File: config.mk
export PLATFORM = sky130hd
export DESIGN_NAME = sub2b_seq_flat
export DESIGN_NICKNAME = d
export VERILOG_FILES = /design/src/rtl/sub2b_seq_if.sv /design/src/rtl/sub2b_seq.sv /design/src/flat_wrapper.sv
export SDC_FILE = /design/constraint.sdc
export NUM_CORES = 1
export LEC_CHECK = 0
export ABC_CLOCK_PERIOD_IN_PS = 3950
export CORE_MARGIN = 2
export CORE_UTILIZATION = 50
export DETAILED_ROUTE_END_ITERATION = 16
export PLACE_DENSITY = 0.79
export SYNTH_ARGS = -nofsm -noshare
export SYNTH_HDL_FRONTEND = slang
export SYNTH_SLANG_ARGS = --single-unit
File: constraint.sdc
create_clock -name clk -period 3.95 [get_ports clk]
set_input_delay 0.395 -clock clk [delete_from_list [all_inputs] [get_ports clk]]
set_output_delay 0.395 -clock clk [all_outputs]
set_load 0.05 [all_outputs]
File: src/rtl/sub2b_seq_if.sv
// ---------------------------------------------------------------------------
// sub2b_seq_if
// Purpose : Bundles the operand/handshake signals of the sequential 2-bit
//           slice subtractor so a controller and the datapath share one port.
// Signals : start  - launch request from the controller
//           x, y   - minuend and subtrahend, W bits
//           bi     - borrow in
//           busy   - subtractor is stepping through slices
//           done   - one-cycle pulse, z/bo valid from this cycle
//           z      - difference modulo 2^W
//           bo     - borrow out
// Modports: master - the controller issuing operations
//           slave  - the subtractor itself
// ---------------------------------------------------------------------------
interface sub2b_seq_if #(
   parameter int W = 8
) ();

   logic         start;
   logic [W-1:0] x;
   logic [W-1:0] y;
   logic         bi;
   logic         busy;
   logic         done;
   logic [W-1:0] z;
   logic         bo;

   modport master (
      output start, x, y, bi,
      input  busy, done, z, bo
   );

   modport slave (
      input  start, x, y, bi,
      output busy, done, z, bo
   );

endinterface

File: src/rtl/sub2b_seq.sv
// ---------------------------------------------------------------------------
// sub2b_seq
// Purpose : Multi-cycle ripple subtractor computing z = x - y - bi two bits
//           per clock through a single 2-bit borrow slice. Each slice forms
//           x + ~y + carry with two full-adder cells; the internal carry is
//           the inverted borrow, so it starts as ~bi and bo is ~final carry.
// Params  : W     - operand width, even and >= 2; W/2 slice cycles per op
// Ports   : clk   - rising-edge clock
//           rst   - synchronous active-high reset, aborts any operation
//           bus   - sub2b_seq_if.slave (start, x, y, bi in; busy, done,
//                   z, bo out)
// ---------------------------------------------------------------------------
module sub2b_seq #(
   parameter int W = 8
) (
   input  logic        clk,
   input  logic        rst,
   sub2b_seq_if.slave  bus
);

   localparam int            NSLICE = W / 2;
   localparam int            CW     = (NSLICE > 1) ? $clog2(NSLICE) : 1;
   localparam logic [CW-1:0] LAST   = CW'(NSLICE - 1);

   typedef enum logic [1:0] {
      IDLE = 2'd0,
      RUN  = 2'd1,
      DONE = 2'd2
   } state_t;

   state_t        state_q, state_d;
   logic [W-1:0]  opX_q, opX_d;
   logic [W-1:0]  opY_q, opY_d;
   logic [W-1:0]  z_q, z_d;
   logic          carry_q, carry_d;
   logic          bo_q, bo_d;
   logic [CW-1:0] cnt_q, cnt_d;

   logic [1:0]    sliceX;
   logic [1:0]    sliceY;
   logic [1:0]    sliceSum;
   logic          midCarry;
   logic          sliceCarry;

   // The shared full-adder cell: returns {carry out, sum}.
   function automatic logic [1:0] fullAdd(input logic a, input logic b, input logic cin);
      return {(a & b) | (a & cin) | (b & cin), a ^ b ^ cin};
   endfunction

   // The 2-bit slice: picks bits 2*cnt+1:2*cnt of the latched operands and
   // ripples x + ~y + carry through two full adders. The carry out of the
   // top bit is the "no borrow" flag fed to the next slice.
   always_comb begin
      sliceX   = opX_q[{cnt_q, 1'b0} +: 2];
      sliceY   = opY_q[{cnt_q, 1'b0} +: 2];
      sliceSum = 2'b00;
      {midCarry, sliceSum[0]}   = fullAdd(sliceX[0], ~sliceY[0], carry_q);
      {sliceCarry, sliceSum[1]} = fullAdd(sliceX[1], ~sliceY[1], midCarry);
   end

   // Next-state logic. IDLE and DONE both accept a new operation, which is
   // what allows back-to-back issue straight out of the done cycle. Starts
   // seen while in RUN fall through untouched so latched operands are safe.
   // Only the z bits of the current slice are rewritten; the rest hold.
   always_comb begin
      state_d = state_q;
      opX_d   = opX_q;
      opY_d   = opY_q;
      z_d     = z_q;
      carry_d = carry_q;
      bo_d    = bo_q;
      cnt_d   = cnt_q;
      case (state_q)
         IDLE, DONE: begin
            if (bus.start) begin
               state_d = RUN;
               opX_d   = bus.x;
               opY_d   = bus.y;
               carry_d = ~bus.bi;
               cnt_d   = '0;
            end else begin
               state_d = IDLE;
            end
         end
         RUN: begin
            z_d[{cnt_q, 1'b0} +: 2] = sliceSum;
            carry_d                 = sliceCarry;
            cnt_d                   = cnt_q + CW'(1);
            if (cnt_q == LAST) begin
               state_d = DONE;
               bo_d    = ~sliceCarry;
            end
         end
         default: begin
            state_d = IDLE;
         end
      endcase
   end

   // State and datapath registers. Reset wins over everything and clears
   // the visible result so an aborted operation leaves no stale answer.
   always_ff @(posedge clk) begin
      if (rst) begin
         state_q <= IDLE;
         opX_q   <= '0;
         opY_q   <= '0;
         z_q     <= '0;
         carry_q <= 1'b0;
         bo_q    <= 1'b0;
         cnt_q   <= '0;
      end else begin
         state_q <= state_d;
         opX_q   <= opX_d;
         opY_q   <= opY_d;
         z_q     <= z_d;
         carry_q <= carry_d;
         bo_q    <= bo_d;
         cnt_q   <= cnt_d;
      end
   end

   // Status decodes straight from the registered state, so busy and done
   // are glitch-free and done lasts exactly the one DONE cycle.
   assign bus.busy = (state_q == RUN);
   assign bus.done = (state_q == DONE);
   assign bus.z    = z_q;
   assign bus.bo   = bo_q;

endmodule

File: src/flat_wrapper.sv
// flat-port wrapper written by rule: the top's interface ports become plain ports
module sub2b_seq_flat 
#(
   parameter int W = 8
)
  (clk, rst, bus_start, bus_x, bus_y, bus_bi, bus_busy, bus_done, bus_z, bus_bo);
  sub2b_seq_if #(.W(W)) bus_i ();
  input  logic clk;
  input  logic rst;
  input wire logic [$bits(bus_i.start)-1:0] bus_start;
  input wire logic [$bits(bus_i.x)-1:0] bus_x;
  input wire logic [$bits(bus_i.y)-1:0] bus_y;
  input wire logic [$bits(bus_i.bi)-1:0] bus_bi;
  output wire logic [$bits(bus_i.busy)-1:0] bus_busy;
  output wire logic [$bits(bus_i.done)-1:0] bus_done;
  output wire logic [$bits(bus_i.z)-1:0] bus_z;
  output wire logic [$bits(bus_i.bo)-1:0] bus_bo;
  assign bus_i.start = bus_start;
  assign bus_i.x = bus_x;
  assign bus_i.y = bus_y;
  assign bus_i.bi = bus_bi;
  assign bus_busy = bus_i.busy;
  assign bus_done = bus_i.done;
  assign bus_z = bus_i.z;
  assign bus_bo = bus_i.bo;
  sub2b_seq #(.W(W)) u_core (.clk(clk), .rst(rst), .bus(bus_i));
endmodule
# After elaboration in Yosys (flattened, before gate mapping)
# Cells that the tools add are included.
# totals
register_bits,30
latch_bits,0
mem_bits_rw,0
romBits,0
input_bits,20
output_inout_bits,11
elab_cells,50
n_memories,0
# classes
addsub,2
mul,0
n_div,0
magnitude_cmp,0
n_eq_ne,5
n_shift,4
mux,8
bitwise,18
reduce_logical,6
# op_table
cell,count
$shiftx A8 B4 Y2,2
$bwmux W8,1
$pmux W2 S2,2
$shift A2 B5 Y8 const A,1
$shiftx A2 B5 Y8,1
$and A1 B1 Y1,6
$reduce_and A2 Y1,3
$neg A3 Y5,1
$eq A2 B2 Y1 const B,2
$mux W2,2
$not A1 Y1,4
$or A1 B1 Y1,4
$xor A1 B1 Y1,4
$add A2 B1 Y2 const B,1
$eq A2 B1 Y1 const B,1
$logic_not A2 Y1,1
$mux W1,2
$ne A2 B1 Y1 const B,1
$ne A2 B2 Y1 const B,1
$pmux W1 S2,1
$reduce_bool A2 Y1,1
$reduce_or A2 Y1,1

# Longest topological paths before layout
# logic_depth
depth_word,9
depth_mapped,8
mapped_depth_nobuf,7

# Worst setup path before layout
# OpenSTA, ideal clock, no wires.
# synth_timing
path_kind,flip-flop to flip-flop
from,register u_core.cnt_q[0]
to,"register u_core.z_q[3], in the netlist u_core.bus.z[3]"
setup_ns,0.071
t_arrival_ns,2.538
slack_ns,1.342
stages_incl_launch_ff,8
n_path_buf,1
path_cell_list,dfxtp_1 buf_6 mux4_2 fa_1 fa_1 nand2b_1 or4_1 a21oi_1
# synth_between
elab_chain_cells,8
# synth_rtl
item,line_no,text
"start, declared",sub2b_seq.sv:37,"logic [CW-1:0] cnt_q, cnt_d;"
"start signal, assigned",sub2b_seq.sv:118,cnt_q <= cnt_d;
$shiftx A8 B4 Y2,sub2b_seq.sv:55,"sliceY = opY_q[{cnt_q, 1'b0} +: 2];"
$not A1 Y1,sub2b_seq.sv:57,"{midCarry, sliceSum[0]} = fullAdd(sliceX[0], ~sliceY[0], carry_q);"
$and A1 B1 Y1,sub2b_seq.sv:47,"return {(a & b) | (a & cin) | (b & cin), a ^ b ^ cin};"
$or A1 B1 Y1 (2 in series),sub2b_seq.sv:47,
$xor A1 B1 Y1,sub2b_seq.sv:47,
$shiftx A2 B5 Y8,sub2b_seq.sv:86,"z_d[{cnt_q, 1'b0} +: 2] = sliceSum;"
$bwmux W8 *,sub2b_seq.sv:86,
"end signal, assigned",sub2b_seq.sv:115,z_q <= z_d;
"end, declared",sub2b_seq.sv:34,"logic [W-1:0] z_q, z_d;"
# Every way passes the cells marked *; elsewhere a longest branch is shown, timed or not.
# A chain may end at the register's enable or synchronous reset.

# Final worst setup path
# Same ends and word-level chain as after synthesis.

==> metrics.csv <==
metric,value,unit
outcome,"complete, no violations",
DRC violations left,0,
clock buffer count from CTS,5,
setup violation total in the final timing report,0,
largest net degree at the start of global routing,31,
Worst setup SP type,register,
minimum period implied by the final worst setup slack,2.93,ns
part of the Yosys area used for sequential elements,43.3,%
slew margin rel.,29.3,%
maximum buffer depth of the clock tree,2,
summed negative setup slack over all endpoints,0,ns
Min-Delay Path Class,reg2reg,
async set-or-reset flop fraction in the synthesized netlist,0,%
Netlist cell types,27,
global route overflow,0,
transition at the pin with the smallest max-transition slack,1.06,ns
number of enable-type register cells in the synthesized netlist,0,
Skew-Pair Late Insertion Delay,0.33,ns
initial antenna violation count,0,
Clock Sink Count,30,
number of placed cells counting well taps,209,
number of synthesized register bits,30,
crit-path max FO,12,
GRT Resource Usage Total,17.9,%
number of vias per cell after detailed routing,5.21,
n_diodes,0,
vias after detailed routing,1126,
Crit. End Element,register,
Max VDD drop,0.282,mV
initial core utilization,51.7,%
number of violations reported at the end of detailed-routing iteration 0,9,
count of endpoints failing hold in the final timing report,0,
TritonCTS clock tree,built,
HPWL reported at the end of detailed placement,1.85,mm
RSZ-0062 raised after global routing,false,
power per unit of standard cell area,353,mW/mm^2
clock root buffer master,sky130_fd_sc_hd__clkbuf_4,
count of buffers inserted at the top-level ports,30,
fraction of layout cells with a size suffix above 1,7.03,%
yosys warns,0,
gate count of the mapped netlist,157,
CTS clock-pin slew for the worst setup and hold paths,0.09,ns
area of the core region,0.00269,sq mm
FP Rows,19,
hold_ws,0.456,ns
final core area utilization,64.3,%
critical path data required time,4.19,ns
post-detailed-route count of antenna-violating nets,0,
number of non-filler instances in the completed layout,216,
number of fillers in the final layout,239,
critical path class,reg2reg,
Synthesized Nets,185,
number of top-level pins,31,
final RePlAce weighted congestion,0.805,
number of instances resized during post-cts repair,0,
wire length after detailed routing,2.54,mm
maximum clock rate,342,MHz
Final Max Slew Viols,0,
top flip-flop cell by instance count after synthesis,sky130_fd_sc_hd__dfxtp_1,
post-layout power,0.610,mW
syn_area_per_cell,8.84,sq um
average wire length per cell after detail routing,11.8,microns
CTS hold repair buffers,0,
Post-Synthesis Cell Area,0.00139,sq mm
Chip Height,56.7,microns
wire length of the first global-routing pass,4.38,mm
DIE AREA,0.00321,sq mm
vias in the first global route,1019,
worst clock skew,0.00387,ns
register-to-register path setup slack,1.02,ns
register cell area after layout,601,sq um
P_leak,0.641,nW
CTS HTree Levels,2,
ratio of final minimum period to clock period,74.1,%
Die X,56.7,microns
final net count,213,
length of the first detailed-routing pass in iterations,4,
Max Cap Viol,0,
area growth from synthesis to final layout,24.4,%
critical path arrival,3.17,ns
multi-input logic area,719,sq um
post-CTS setup buffer count,0,
-- layer usage --
layer	vias up	GRT usage [%]	routed length (microns)
li1	581	-	-
met1	515	20.4	1120
met2	27	28.9	1240
met3	3	7.83	145
met4	0	8.16	33
met5	-	0	0
-- stage by stage --
step | setup slack [ns] | instance area, sq um
2_1_floorplan | 1.34 | 1390
3_3_place_gp | 1.11 | 1680
3_5_place_dp | 1.06 | 1680
4_1_cts | 1.03 | 1730
5_1_grt | 0.894 | 1730
6_report | 1.02 | 1730
-- kinds of logic (layout without fill, tap and decap cells) --
kind of cell             count (synthesis)  after routing  synth area share, %
adder cells (fa/ha/maj)                  8              8                 8.30
AO/OA/AOI/OAI                           29             29                 11.5
AND/OR/NAND/NOR                         69             69                 24.2
multiplexers                             6              6                 7.94
buffers and inverters                   15             43                 4.87
flip-flops                              30             30                 43.3
-- cell usage in the layout (no fill, tap or decap), types with 3 or more instances in the layout --
cell	Yosys	routed
sky130_fd_sc_hd__nor2_1	7	7
sky130_fd_sc_hd__nand3_1	4	4
sky130_fd_sc_hd__a21oi_1	25	25
sky130_fd_sc_hd__ha_1	6	6
sky130_fd_sc_hd__clkdlybuf4s50_1	0	30
sky130_fd_sc_hd__dfxtp_1	30	30
sky130_fd_sc_hd__clkbuf_4	0	5
sky130_fd_sc_hd__mux4_2	4	4
sky130_fd_sc_hd__inv_1	5	5
sky130_fd_sc_hd__nand2b_1	4	4
sky130_fd_sc_hd__nand2_1	39	39
sky130_fd_sc_hd__nand3b_1	3	3
-- cells in the mapped netlist (all sizes together), types with 3 or more instances --
library cell,n,share of area (%)
nand2,39,11
dfxtp,30,43
a21oi,25,9.0
nor2,7,1.9
clkbuf,6,1.7
ha,6,5.4
inv,6,1.6
mux4,4,6.5
nand2b,4,1.8
nand3,4,1.4
nand3b,4,2.4
buf,3,1.5
-- where the power goes --
| group | switching (mW) | internal (mW) |
|---|---|---|
| Clock | 0.0972 | 0.0669 |
| Sequential | 0.0125 | 0.317 |
| Combinational | 0.0596 | 0.0562 |
-- layout make-up --
cell class                      instances  share of cell area (%)
Clock buffer                            7                    2.61
Inverter                                6                    1.30
Multi-Input combinational cell        112                    41.7
Sequential cell                        30                    34.8
Tap cell                               31                    2.25
Timing Repair Buffer                   30                    17.4
-- worst max-delay path: stages, from the launching register on --
cell                       delay [ns]
sky130_fd_sc_hd__dfxtp_1         0.65
sky130_fd_sc_hd__mux4_2          0.58
sky130_fd_sc_hd__fa_1            0.39
sky130_fd_sc_hd__fa_1            0.50
sky130_fd_sc_hd__nand2b_1        0.16
sky130_fd_sc_hd__or4_1           0.40
sky130_fd_sc_hd__a21oi_1         0.15
-- flip-flops by register name (all words and copies together), names as in the netlist --
name	cells
u_core.bus.z	8
u_core.bus.bo	1
u_core.opX_q	8
u_core.opY_q	8
u_core.cnt_q	2
u_core.carry_q	1
u_core.state_q	2
-- path summary, 6_finish.rpt --
kind	from	to	cells after the start
worst max-delay path	u_core.cnt_q[0]$_SDFFE_PP0P_	u_core.bus.z[3]$_SDFFE_PP0P_	6
worst min register to register	u_core.bus.z[2]$_SDFFE_PP0P_	u_core.bus.z[2]$_SDFFE_PP0P_	2
worst max register to register	u_core.cnt_q[0]$_SDFFE_PP0P_	u_core.bus.z[3]$_SDFFE_PP0P_	6
worst min-delay path	u_core.bus.z[2]$_SDFFE_PP0P_	u_core.bus.z[2]$_SDFFE_PP0P_	2
No activity file was read; power rests on OpenSTA's default activity.
